`config.mk`:
```
export PLATFORM = sky130hd
export DESIGN_NAME = ppu_cfg_commit_ctrl
export DESIGN_NICKNAME = d
export VERILOG_FILES = /design/src/rtl/ppu_cfg_commit_ctrl_pkg.sv /design/src/rtl/register_sync.sv /design/src/rtl/ppu_cfg_commit_ctrl.sv
export SDC_FILE = /design/constraint.sdc
export NUM_CORES = 1
export LEC_CHECK = 0
export ABC_CLOCK_PERIOD_IN_PS = 3000
export CAP_MARGIN = 20
export CORE_MARGIN = 2
export CORE_UTILIZATION = 55
export DETAILED_ROUTE_END_ITERATION = 10
export DONT_BUFFER_PORTS = 1
export PLACE_DENSITY = 0.7
export SYNTH_ARGS = -nofsm -noshare
export SYNTH_HDL_FRONTEND = slang
export SYNTH_SLANG_ARGS = --single-unit
```
`constraint.sdc`:
```
create_clock -name N64_CLK_i -period 3 [get_ports N64_CLK_i]
set_input_delay 0.6 -clock N64_CLK_i [delete_from_list [all_inputs] [get_ports N64_CLK_i]]
set_output_delay 0.6 -clock N64_CLK_i [all_outputs]
set_load 0.02 [all_outputs]
```
`src/rtl/ppu_cfg_commit_ctrl_pkg.sv`:
```
// Shared state encoding and timing constants for the frame-aligned PPU config commit path.
// Pure declarations; no latency, no flow control.
package ppu_cfg_commit_ctrl_pkg;

    typedef enum logic [1:0] {
        ST_CFG_IDLE   = 2'd0,
        ST_CFG_SETTLE = 2'd1,
        ST_CFG_WAITVS = 2'd2,
        ST_CFG_COMMIT = 2'd3
    } cfg_state_t;

    localparam int          VS_CNT_W           = 20;
    localparam logic [19:0] VS_TIMEOUT_DEFAULT = 20'hFFFFF;
    localparam int          STABLE_CNT_W       = 4;

endpackage

```
`src/rtl/register_sync.sv`:
```
// Multi-bit 2-FF synchroniser with a reset preset; two cycles of latency.
// No flow control: the destination samples every cycle.
module register_sync #(
    parameter int                   reg_width  = 1,
    parameter logic [reg_width-1:0] reg_preset = '0
) (
    input  logic                 clk,
    input  logic                 nrst,
    input  logic [reg_width-1:0] reg_i,
    output logic [reg_width-1:0] reg_o
);

    logic [reg_width-1:0] meta;

    always_ff @(posedge clk or negedge nrst) begin
        if (!nrst) begin
            meta  <= reg_preset;
            reg_o <= reg_preset;
        end else begin
            meta  <= reg_i;
            reg_o <= meta;
        end
    end

endmodule

```
`src/rtl/ppu_cfg_commit_ctrl.sv`:
```
// Applies a CPU config word to the PPU only at a vsync edge (or timeout / no-video bypass), acks by toggle.
// Latency: 3-cycle request sync + STABLE_CYCLES+1 settle + vsync wait + 1; requests during a wait are queued once.
module ppu_cfg_commit_ctrl
    import ppu_cfg_commit_ctrl_pkg::*;
#(
    parameter int                   CFG_WIDTH     = 96,
    parameter logic [CFG_WIDTH-1:0] CFG_RESET     = '0,
    parameter int                   STABLE_CYCLES = 4,
    parameter logic [19:0]          VS_TIMEOUT    = VS_TIMEOUT_DEFAULT
) (
    input  logic                 N64_CLK_i,
    input  logic                 CTRL_nRST,
    input  logic                 PPU_nRST_i,
    input  logic [CFG_WIDTH-1:0] cfg_i,
    input  logic                 cfg_req_tgl_i,
    input  logic                 nVDSYNC_i,
    input  logic                 VD_nVS_i,
    output logic [CFG_WIDTH-1:0] cfg_o,
    output logic                 cfg_ack_tgl_o,
    output logic                 commit_o,
    output logic                 busy_o,
    output logic                 timeout_o
);

    localparam logic [STABLE_CNT_W-1:0] STABLE_LAST = STABLE_CNT_W'(STABLE_CYCLES - 1);
    localparam logic [VS_CNT_W-1:0]     VS_LAST     = VS_TIMEOUT - 20'd1;

    cfg_state_t               state;
    logic                     req_sync;
    logic                     req_last;
    logic                     req_new;
    logic                     vs_buf;
    logic                     vs_fall;
    logic                     pending;
    logic [STABLE_CNT_W-1:0]  stable_cnt;
    logic [VS_CNT_W-1:0]      vs_cnt;
    logic [CFG_WIDTH-1:0]     stage;

    register_sync #(
        .reg_width  (1),
        .reg_preset (1'b0)
    ) u_req_sync (
        .clk   (N64_CLK_i),
        .nrst  (CTRL_nRST),
        .reg_i (cfg_req_tgl_i),
        .reg_o (req_sync)
    );

    // Registered edge flag: a toggle that is already high at reset release counts as a fresh request.
    always_ff @(posedge N64_CLK_i or negedge CTRL_nRST) begin
        if (!CTRL_nRST) begin
            req_last <= 1'b0;
            req_new  <= 1'b0;
        end else begin
            req_last <= req_sync;
            req_new  <= req_sync ^ req_last;
        end
    end

    // vsync is only meaningful during the sync phase of the VD bus.
    always_ff @(posedge N64_CLK_i or negedge CTRL_nRST) begin
        if (!CTRL_nRST) begin
            vs_buf  <= 1'b1;
            vs_fall <= 1'b0;
        end else if (!nVDSYNC_i) begin
            vs_buf  <= VD_nVS_i;
            vs_fall <= vs_buf & ~VD_nVS_i;
        end else begin
            vs_fall <= 1'b0;
        end
    end

    // Outputs are loaded on the transition into COMMIT so they are valid during the COMMIT cycle.
    always_ff @(posedge N64_CLK_i or negedge CTRL_nRST) begin
        if (!CTRL_nRST) begin
            state         <= ST_CFG_IDLE;
            stage         <= CFG_RESET;
            stable_cnt    <= '0;
            vs_cnt        <= '0;
            pending       <= 1'b0;
            cfg_o         <= CFG_RESET;
            cfg_ack_tgl_o <= 1'b0;
            commit_o      <= 1'b0;
            timeout_o     <= 1'b0;
        end else begin
            commit_o <= 1'b0;
            case (state)
                ST_CFG_IDLE: begin
                    if (req_new) begin
                        state      <= ST_CFG_SETTLE;
                        stable_cnt <= '0;
                        stage      <= cfg_i;
                    end
                end
                ST_CFG_SETTLE: begin
                    stage <= cfg_i;
                    if (req_new) begin
                        stable_cnt <= '0;
                    end else if (cfg_i == stage) begin
                        if (stable_cnt == STABLE_LAST) begin
                            state  <= ST_CFG_WAITVS;
                            vs_cnt <= '0;
                        end else begin
                            stable_cnt <= stable_cnt + 4'd1;
                        end
                    end else begin
                        stable_cnt <= '0;
                    end
                end
                ST_CFG_WAITVS: begin
                    vs_cnt <= vs_cnt + 20'd1;
                    if (req_new) begin
                        pending <= 1'b1;
                    end
                    // vsync wins over a coinciding timeout, so the commit is not flagged as forced.
                    if (vs_fall || !PPU_nRST_i) begin
                        state         <= ST_CFG_COMMIT;
                        cfg_o         <= stage;
                        commit_o      <= 1'b1;
                        cfg_ack_tgl_o <= req_last;
                        timeout_o     <= 1'b0;
                    end else if (vs_cnt == VS_LAST) begin
                        state         <= ST_CFG_COMMIT;
                        cfg_o         <= stage;
                        commit_o      <= 1'b1;
                        cfg_ack_tgl_o <= req_last;
                        timeout_o     <= 1'b1;
                    end
                end
                ST_CFG_COMMIT: begin
                    if (pending || req_new) begin
                        state      <= ST_CFG_SETTLE;
                        pending    <= 1'b0;
                        stable_cnt <= '0;
                        stage      <= cfg_i;
                    end else begin
                        state <= ST_CFG_IDLE;
                    end
                end
                default: state <= ST_CFG_IDLE;
            endcase
        end
    end

    assign busy_o = (state != ST_CFG_IDLE);

endmodule

```
# Word level (Yosys, flattened, before mapping)
# Cells that the tools add are included.
[classes]
n_addsub = 2
multipliers = 0
n_div = 0
magnitude_cmp = 0
n_eq_ne = 14
shifts = 0
muxes = 34
bitwise_logic = 3
n_reduce_logical = 15
[ops]
columns = ["cell", "n"]
rows = [
  ["$mux W96", 4],
  ["$pmux W96 S3", 1],
  ["$eq A96 B96 Y1", 1],
  ["$mux W20", 3],
  ["$pmux W20 S2", 1],
  ["$add A20 B1 Y20 const B", 1],
  ["$eq A20 B20 Y1 const B", 1],
  ["$mux W4", 5],
  ["$mux W2", 6],
  ["$ne A2 B2 Y1 const B", 6],
  ["$pmux W4 S3", 1],
  ["$mux W1", 11],
  ["$pmux W2 S4", 1],
  ["$reduce_and A4 Y1", 2],
  ["$reduce_bool A2 Y1", 4],
  ["$reduce_and A3 Y1", 2],
  ["$reduce_and A5 Y1", 1],
  ["$add A4 B1 Y4 const B", 1],
  ["$eq A2 B2 Y1 const B", 2],
  ["$eq A4 B2 Y1 const B", 1],
  ["$ne A4 B4 Y1 const B", 1],
  ["$ne A3 B3 Y1 const B", 1],
  ["$reduce_bool A3 Y1", 1],
  ["$eq A2 B1 Y1 const B", 1],
  ["8 further kinds", 9],
]
[totals]
regBits = 228
latchBits = 0
ramBits = 0
romBits = 0
input_bits = 102
n_memories = 0

# Depth between registers and ports, before layout
# Gate-level depths: netlist (run 1).
[depth]
word_depth = 5
depth_mapped = 11
ltp_nobuf = 9

# Hierarchy
# From an unflattened synthesis (run 1), not the netlist that was laid out.
[hier_totals]
cells_unflattened = 973
area_unflattened_um2 = 10241.1
[by_module_without_submodules]
columns = ["mod", "n_inst", "cells_per_inst", "area_per_inst_um2", "seq_area_each_um2"]
rows = [
  ["ppu_cfg_commit_ctrl", 1, 971, 10191.0, 5656.7],
  ["register_sync", 1, 2, 50.0, 50.0],
]

# Least setup slack after synthesis (run 1)
# Ideal clock, no wire load.
[synth_path]
path_type = "input-to-reg"
from = "input port cfg_i[36]"
to = "register vs_cnt[13]"
arrival_ns = 2.369
required_time_ns = 2.874
path_slack_ns = 0.505
stages = 8
path_cell_list = "nor2b_1 > a2111o_1 > a2111oi_2 > and4_1 > a31o_2 > o21ai_2 > buf_6 > a221o_1"
[synth_via]
elab_chain_len = 3
[synth_lines]
columns = ["element", "line_no", "source"]
rows = [
  ["from (decl)", "ppu_cfg_commit_ctrl.sv:14", "input logic [CFG_WIDTH-1:0] cfg_i,"],
  ["$eq A96 B96 Y1", "ppu_cfg_commit_ctrl.sv:99", "end else if (cfg_i == stage) begin"],
  ["$ne A2 B2 Y1 (no line)", "-", ""],
  ["$reduce_and A4 Y1 (no line)", "-", ""],
  ["to (signal assigned)", "ppu_cfg_commit_ctrl.sv:111", "vs_cnt <= vs_cnt + 20'd1;"],
  ["to (decl)", "ppu_cfg_commit_ctrl.sv:36", "logic [VS_CNT_W-1:0] vs_cnt;"],
]
# No other way between the ends.
# A chain may end at the register's enable or synchronous reset.

# Worst setup path in the final report (run 1)
[layout_path]
from = "register stage[75]"
to = "register vs_cnt[17]"
[layout_via]
elab_chain_len = 3
[layout_lines]
columns = ["element", "line_no", "source"]
rows = [
  ["from (decl)", "ppu_cfg_commit_ctrl.sv:37", "logic [CFG_WIDTH-1:0] stage;"],
  ["from (signal assigned)", "ppu_cfg_commit_ctrl.sv:92", "stage <= cfg_i;"],
  ["from (signal assigned)", "ppu_cfg_commit_ctrl.sv:96", "stage <= cfg_i;"],
  ["from (signal assigned)", "ppu_cfg_commit_ctrl.sv:135", "stage <= cfg_i;"],
  ["$eq A96 B96 Y1", "ppu_cfg_commit_ctrl.sv:99", ""],
  ["$ne A2 B2 Y1 (no line)", "-", ""],
  ["$reduce_and A4 Y1 (no line)", "-", ""],
]
# No other way between the ends.

==> results of run 1 <==
## worst max-delay path by stage
stage	startpoint	endpoint	slack (ns)	cells after the start
floorplan	cfg_i[36]	vs_cnt[13]	0.50	8
global placement	cfg_i[75]	vs_cnt[16]	0.09	7
detailed placement	cfg_i[75]	vs_cnt[17]	0.02	9
CTS	stage[75]	vs_cnt[17]	0.17	9
global route	stage[75]	vs_cnt[17]	0.07	9
finish	stage[75]	vs_cnt[17]	0.19	9
## worst max-delay path, cell delays in order (launching register included)
cell and delay [ns]:
dfrtp_1 0.40, xor2_1 0.17, nor4_1 0.62, nand3_1 0.14, nor4_1 0.40, a31o_2 0.24, buf_4 0.11, buf_4 0.23
nor4b_1 0.29, a211o_1 0.14
## sequential cells by signal, indices dropped and copies added, names as in the netlist, 2 cells and up
| signal | count |
|---|---|
| cfg_o | 96 |
| stage | 96 |
| stable_cnt | 4 |
| state | 2 |
| vs_cnt | 20 |
## cells in the mapped netlist (all sizes together), types with 4 or more instances
master     n  share of area (%)
or2        4               0.25
o21ai     23                1.2
a21oi      5               0.25
dfrtp    227                 56
clkbuf    35                1.3
xnor2      6               0.52
nand2    295                 11
and3      18                1.1
o22ai      7               0.43
nor3      15               0.74
inv       28                1.0
o2bb2ai    4               0.34
nand4     13               0.80
nand3     10               0.49
mux2      90                 10
nor2      14               0.52
xor2      69                5.9
nor3b      4               0.30
nor2b     12               0.74
buf        6               0.42
a221o     14                1.4
ha         8               0.99
nor4      19                1.2
## routing by layer
layer	up-vias	share of wire, %
li1	3261	-
met2	215	45
met5	-	0
met1	3340	43
met3	52	9.3
met4	0	3.0
## cell families (layout without fill, tap and decap cells)
| group | count (synthesis) | after routing | synth area share [%] |
|---|---|---|---|
| simple gates | 417 | 417 | 18.02 |
| flops | 228 | 228 | 56.18 |
| xor+xnor | 75 | 75 | 6.467 |
| mux | 90 | 90 | 9.978 |
| buf+inv | 71 | 99 | 2.821 |
| fa+ha+maj | 8 | 8 | 0.9855 |
| compound gates | 75 | 75 | 5.543 |
## area by class of cell
class,count,area [um2]
well taps,229,286.5
clock buffers,37,699.4
repair buffers,26,232.7
multi-input cells,665,4179
flip-flops and latches,228,5707
inverters,30,113.9
clock inverters,6,41.29
fillers,1497,6765
## power groups by stage
stage / combinational (uW) / sequential, uW / clock [uW]
after floorplan: 2960 / 5990 / 0
after global placement: 3810 / 6320 / 0
after detailed placement: 3910 / 6360 / 0
after CTS: 3930 / 6330 / 2850
after global routing: 4340 / 6490 / 2970
final: 3880 / 6320 / 2800
## stage by stage
stage          hold WS [ns]  instances  power (uW)
2_1_floorplan        0.3044        964        8945
3_3_place_gp         0.3152       1178       10130
3_5_place_dp         0.3144       1178       10270
4_1_cts             -0.2349       1221       13100
5_1_grt             -0.2230       1221       13800
6_report            -0.2108       1221       13000
==> impl_metrics.json, run 1 <==
{
  "insertion_delay_ns": 0.53,
  "cts_tree": "done",
  "swShare_pct": 39.76,
  "synth_ff_type": "dfrtp_1",
  "p_leak_uw": 0.005421,
  "r2r-start": "stage[75]",
  "violations": "hold timing",
  "ir_drop_uv": 702.2,
  "io_buffer_count": 0,
  "ctsHtreeMaxLevel": 1,
  "maxSlewViolCount": 0,
  "die_x_um": 139.9,
  "antenna_cells": 0,
  "final_common_cell": "nand2_1",
  "synth.distinct_cells": 56,
  "status": "complete, but fails checks",
  "min_path_type": "in2async",
  "start_kind": "flop",
  "rr_worst_depth": 9,
  "final.setup.tns_ns": 0,
  "tightest_slew_ns": 0.8576,
  "setup_viol": 0,
  "drc": 0,
  "p_clk_share_pct": 21.5,
  "clk_pin_slew_ns": 0.06,
  "powerDensity_mw_per_mm2": 1154,
  "drt_first_iter_violations": 402,
  "synth_nets": 1074,
  "grt_use_met3_pct": 8.615,
  "die_y_um": 139.9,
  "nNetsFinal": 1085,
  "ys_seq_area_share_pct": 56.18,
  "internal-power_uw": 7828,
  "hold_slack_ns": -0.2108,
  "setup.worst_path.class": "reg2reg",
  "dr_total_vias": 6868,
  "wl_per_cell_um": 19.95,
  "p_comb_share_pct": 29.9,
  "setup_ws_ns": 0.1856,
  "synthArstFlopShare_pct": 100.0,
  "pre_cts_slack_ns": 0.01526,
  "r2r_slack_ns": 0.19,
  "numClockSinks": 228,
  "grt_overflow_total": 0,
  "core-area_mm2": 0.01802,
  "synth.cell_area_mm2": 0.01016,
  "grt_max_degree": 229,
  "ys.warnings.count": 0,
  "finalCriticalPeriod_ns": 2.814,
  "cts_setup_buffers": 0,
  "ys_ff_latch": 228,
  "cts_resized": 0,
  "power_frac_seq_pct": 48.6,
  "fmax_mhz": 355.3,
  "die_area_mm2": 0.01957,
  "placed_cell_area_mm2": 0.01052,
  "antenna_found_initial": 0,
  "avgSynthCellArea_um2": 10.54,
  "busiest_layer": "met2",
  "arrival_ns": 3.27,
  "finalWirelength_um": 24360,
  "use_met1_pct": 34.27,
  "fin_skew_ns": 0.01816,
  "place_congestion": 0.8477,
  "area_delta_synth_final_pct": 10.85,
  "synth_edf_count": 0,
  "grt_pass1_wl_um": 38260,
  "final_cell_mix": "295 x nand2_1, 227 x dfrtp_1, 89 x mux2_2",
  "grt_pass1_vias": 6744,
  "min_period_over_period_pct": 93.81,
  "cts_buffer_depth": 3,
  "worstPathMaxFanout": 21,
  "postRouteAntennaNets": 0,
  "drive_gt1_share_pct": 16.43,
  "hold_violations": 227,
  "use_met2_pct": 37.61,
  "max_cap_viol_count": 0,
  "viasPerCell": 5.625,
  "crit_required_ns": 3.45,
  "dr.pass1.iters": 5,
  "fin_util_pct": 62.47,
  "switchingPower_uw": 5168,
  "rsz0062_at_grt": "no",
  "end_kind": "flop",
  "grt_usage_pct": 24.84,
  "cts_buffers": 24,
  "slew_headroom_pct": 42.82,
  "initial_core_util_pct": 56.35,
  "pin_count": 202,
  "timing.rr.end": "vs_cnt[17]",
  "cts_root_buffer": "clkbuf_16",
  "hpwlAfterDp_um": 17100,
  "postSynthCellCount": 964,
  "design_area_mm2": 0.01126,
  "row_count": 49
}
Note: power is estimated with default switching activity, not from simulation.
==> run 2: changes to the inputs <==
CORE_UTILIZATION = 40   (was 55)
PLACE_DENSITY = not set   (was 0.7)
==> impl_metrics.json, run 2 (same netlist as run 1, synthesis figures left out) <==
{
  "pin_count": 202,
  "hpwlAfterDp_um": 17130,
  "die_x_um": 163.4,
  "numClockSinks": 228,
  "ctsHtreeMaxLevel": 1,
  "min_period_over_period_pct": 95.77,
  "setup_viol": 0,
  "setup.worst_path.class": "reg2reg",
  "arrival_ns": 3.34,
  "biggestRegsByFlops": "cfg_o: 96 flops, stage: 96 flops, vs_cnt: 20 flops",
  "wl_per_cell_um": 19.11,
  "grt_max_degree": 229,
  "start_kind": "flop",
  "viasPerCell": 5.207,
  "io_buffer_count": 0,
  "fmax_mhz": 348.1,
  "max_cap_viol_count": 0,
  "drc": 0,
  "r2r_slack_ns": 0.13,
  "crit_required_ns": 3.47,
  "rsz0062_at_grt": "no",
  "cts_tree": "done",
  "dr_total_vias": 6915,
  "cts_setup_buffers": 0,
  "place_congestion": 0.7698,
  "cts_buffer_depth": 3,
  "final_common_cell": "nand2_1",
  "ir_drop_uv": 558.8,
  "slew_headroom_pct": 56.75,
  "placed_cell_area_mm2": 0.01067,
  "min_path_type": "in2async",
  "antenna_found_initial": 0,
  "row_count": 58,
  "dr.pass1.iters": 5,
  "tightest_slew_ns": 0.6487,
  "end_kind": "flop",
  "maxSlewViolCount": 0,
  "worstPathMaxFanout": 20,
  "grt_overflow_total": 0,
  "violations": "hold timing",
  "die_area_mm2": 0.02668,
  "postRouteAntennaNets": 0,
  "design_area_mm2": 0.01159,
  "cts_root_buffer": "clkbuf_16",
  "grt_pass1_wl_um": 39280,
  "clk_pin_slew_ns": 0.06,
  "final.setup.tns_ns": 0,
  "drive_gt1_share_pct": 17.54,
  "nNetsFinal": 1088,
  "grt_pass1_vias": 7006,
  "core-area_mm2": 0.02504,
  "die_y_um": 163.4,
  "insertion_delay_ns": 0.54,
  "p_leak_uw": 0.005506,
  "grt_usage_pct": 18.82,
  "drt_first_iter_violations": 406,
  "hold_violations": 227,
  "powerDensity_mw_per_mm2": 1165,
  "initial_core_util_pct": 40.57,
  "antenna_cells": 0,
  "cts_buffers": 26,
  "fin_util_pct": 46.30,
  "area_delta_synth_final_pct": 14.12,
  "final_cell_mix": "295 x nand2_1, 227 x dfrtp_1, 89 x mux2_2",
  "hold_slack_ns": -0.2204,
  "fin_skew_ns": 0.02285,
  "finalWirelength_um": 25380,
  "finalCriticalPeriod_ns": 2.873,
  "status": "complete, but fails checks"
}
-- run 2: metrics by stage --
| step | worst slack, ns | power (uW) | std cells |
|---|---|---|---|
| finish | 0.1270 | 13510 | 1328 |
| global route | 0.005165 | 14340 | 1328 |
| CTS | 0.09138 | 13640 | 1328 |
| detailed placement | -0.06790 | 10290 | 1280 |
| global placement | -0.02267 | 10160 | 1280 |
| floorplan | 0.5048 | 8945 | 964 |
-- run 2: critical path, stage by stage, from the launching register on --
cell and delay, ns:
dfrtp_1 0.40, xor2_1 0.17, nor4_1 0.47, buf_4 0.20
nand4_1 0.09, nor4_1 0.47, a31o_2 0.26, buf_4 0.12
buf_4 0.23, nor4b_1 0.26, a211o_1 0.13
-- run 2: cell type report --
cell class	count	area (um2)
sequential	228	5707
multi-input combinational	665	4213
inverter	30	113.9
clock inverter	14	191.4
tap	330	412.9
fill	2314	13450
timing repair buffer	27	252.7
clock buffer	34	700.7
-- run 2: routing by layer --
| metal | wire length, um | GRT usage (%) | up-vias |
|---|---|---|---|
| li1 | - | - | 3265 |
| met1 | 10590 | 24.71 | 3425 |
| met2 | 11820 | 29.21 | 180 |
| met3 | 2301 | 6.755 | 45 |
| met4 | 680 | 5.752 | 0 |
| met5 | 0 | 0 | - |
-- run 2: power by group --
group | internal [uW] | total (uW) | switching (uW)
clock | 2000 | 3310 | 1310
sequential | 4410 | 6310 | 1900
combinational | 1830 | 3890 | 2060
-- run 2: worst paths after layout --
check | startpoint | endpoint | cells past startpoint
worst max register to register | stage[88] | vs_cnt[17] | 10
min in group N64_CLK_i | cfg_req_tgl_i | u_req_sync.meta | 0
max in group asynchronous | CTRL_nRST | cfg_o[15] | 0
worst min register to register | u_req_sync.meta | u_req_sync.reg_o | 0
worst max-delay path | stage[88] | vs_cnt[17] | 10
worst min-delay path | CTRL_nRST | cfg_o[83] | 0
-- run 2: repair_timing --
| item | in CTS | in global routing |
|---|---|---|
| endpoints found under the hold margin | 228 | 227 |
| resized for setup | 0 | 5 |
| setup endpoints to repair | 0 | 2 |
==> run 3: changes to the inputs <==
ABC_AREA = 1   (was not set)
==> impl_metrics.json, run 3 <==
{
  "synth_nets": 1522,
  "synth.cell_area_mm2": 0.01104,
  "die_x_um": 170.2,
  "final_cell_mix": "527 x nand2_1, 227 x dfrtp_1, 188 x inv_1",
  "setup_viol": 0,
  "final_common_cell": "nand2_1",
  "ctsHtreeMaxLevel": 1,
  "design_area_mm2": 0.01217,
  "worstPathMaxFanout": 11,
  "numClockSinks": 228,
  "wl_per_cell_um": 14.58,
  "core-area_mm2": 0.02703,
  "r2r-start": "stage[14]",
  "synth_ff_type": "dfrtp_1",
  "min_path_type": "in2async",
  "hold_slack_ns": -0.2320,
  "yosys.cell_count.top_type": "nand2_1",
  "finalCriticalPeriod_ns": 2.396,
  "hpwlAfterDp_um": 17800,
  "rsz0062_at_grt": "no",
  "place_congestion": 0.8633,
  "die_area_mm2": 0.02895,
  "post_synth_main_area_contributors": "dfrtp_1 51%, nand2_1 18%, inv_1 6.4%",
  "cts_root_buffer": "clkbuf_16",
  "grt_pass1_wl_um": 41700,
  "clk_pin_slew_ns": 0.06,
  "finalWirelength_um": 25680,
  "drc": 0,
  "use_met2_pct": 28.74,
  "synthArstFlopShare_pct": 100.0,
  "io_buffer_count": 0,
  "biggestRegsByFlops": "cfg_o: 96 flops, stage: 96 flops, vs_cnt: 20 flops",
  "violations": "hold timing",
  "grt_use_met3_pct": 4.907,
  "area_delta_synth_final_pct": 10.17,
  "yosys-top-cells-count": "527 x nand2_1, 227 x dfrtp_1, 188 x inv_1",
  "arrival_ns": 2.79,
  "nNetsFinal": 1511,
  "drt_first_iter_violations": 615,
  "synthMuxAreaShare_pct": 0,
  "placed_cell_area_mm2": 0.01131,
  "startpoint": "stage[14]",
  "ys.warnings.count": 0,
  "avgSynthCellArea_um2": 7.821,
  "tightest_slew_ns": 0.6650,
  "slew_headroom_pct": 55.56,
  "synth.distinct_cells": 34,
  "grt_max_degree": 229,
  "grt_usage_pct": 17.78,
  "cts_setup_buffers": 0,
  "synthSimpleGateAreaFrac_pct": 24.72,
  "hold_violations": 227,
  "crit_required_ns": 3.40,
  "grt_overflow_total": 0,
  "p_total_uw": 13070,
  "cts_tree": "done",
  "status": "complete, but fails checks",
  "viasPerCell": 4.815,
  "dr_total_vias": 8479,
  "row_count": 60,
  "synth_edf_count": 0,
  "synth_top_family_by_area": "simple AND/OR/NAND/NOR gates",
  "antenna_cells": 0,
  "powerDensity_mw_per_mm2": 1074,
  "synthXorXnorAreaFrac_pct": 2.697,
  "initial_core_util_pct": 40.86,
  "final.setup.tns_ns": 0,
  "fmax_mhz": 417.4,
  "ys_ff_latch": 228,
  "busiest_layer": "met2",
  "grt_pass1_vias": 8042,
  "postSynthCellCount": 1412,
  "multi_input_area_mm2": 0.004335,
  "fin_skew_ns": 0.01907,
  "p_leak_uw": 0.006325,
  "setup.worst_path.class": "reg2reg",
  "drive_gt1_share_pct": 6.620,
  "pin_count": 202,
  "fillCellCount": 2684,
  "start_kind": "flop",
  "synth_fa_ha_area_share_pct": 0.9064,
  "min_period_over_period_pct": 79.86,
  "antenna_found_initial": 0,
  "regArea_mm2": 0.005707,
  "postRouteAntennaNets": 0,
  "ys_seq_area_share_pct": 51.68,
  "synth_compound_area_share_pct": 10.74,
  "ir_drop_uv": 849.0,
  "cts_buffers": 26,
  "insertion_delay_ns": 0.53,
  "cts_buffer_depth": 3,
  "netlist.top_cell.by_area": "dfrtp_1",
  "end_kind": "flop",
  "maxSlewViolCount": 0,
  "die_y_um": 170.2,
  "use_met1_pct": 23.16,
  "dr.pass1.iters": 5,
  "max_cap_viol_count": 0,
  "yosysTopAreaCellShare_pct": 51.44
}
-- run 3: changes by cell type after synthesis, moves of 47 or more --
cell     before  now
o21ai_1       4   51
nand2_1     295  527
inv_1        23  188
mux2_2       89    0
o21ai_0      18  110
nor2_1       14   90
xor2_1       69   10
-- run 3: metrics by stage --
stage                     std cells  setup slack, ns  util, %  hold slack (ns)
after global routing           1761           0.3481    45.02          -0.2544
after CTS                      1761           0.5728    45.02          -0.2559
final                          1761           0.6043    45.02          -0.2320
after floorplan                1412            1.175        -           0.3044
after global placement         1714           0.4310    41.83           0.3139
after detailed placement       1714           0.3994    41.83           0.3119
-- run 3: cell type report --
class                           count  share of cell area [%]
Clock inverter                      8                  0.5759
Multi-Input combinational cell    943                   35.63
Tap cell                          341                   3.507
Timing Repair Buffer               11                  0.9872
Clock buffer                       39                   6.499
Inverter                          191                   5.893
Sequential cell                   228                   46.90
-- run 3: worst max-delay path, cell delays in order (launching register included) --
cell	delay [ns]
dfrtp_1	0.39
or2_0	0.22
a21oi_1	0.20
nand2_1	0.08
nor2_1	0.24
nand3_1	0.16
nor2_1	0.24
nand2_1	0.29
buf_4	0.28
nand3_1	0.08
nand2_1	0.07
-- run 3: final timing paths --
check | depth (start not counted) | slack [ns] | to
max in group asynchronous | 0 | 2.70 | cfg_o[47]
min | 0 | -0.23 | stage[30]
min reg2reg | 0 | 0.35 | u_req_sync.reg_o
max | 10 | 0.60 | vs_cnt[2]
min in group N64_CLK_i | 0 | 0.11 | u_req_sync.meta
max reg2reg | 10 | 0.60 | vs_cnt[2]
-- run 3: per-layer routing --
layer / part of all wire [%] / wire [um]
met1: 43 / 11160
met2: 45 / 11600
met3: 8.4 / 2162
met4: 3.0 / 765
met5: 0 / 0
-- run 3: cells by family after synthesis --
family | after synthesis
DFF | 228
AOI/OAI and AO/OA | 208
xor gates and xnor gates | 34
adders and majority gates | 8
buffers and inverters | 241
and+or+nand+nor | 693
-- run 3: what timing repair did --
item / CTS / global route
resized for setup: 0 / 0
hold endpoints to repair: 228 / 227
endpoints found under the setup margin: 0 / 0
-- run 3: where the power goes --
group	internal, uW	switching (uW)
clock	1900	1270
combinational	1330	2650
sequential	4360	1560
total	7590	5480
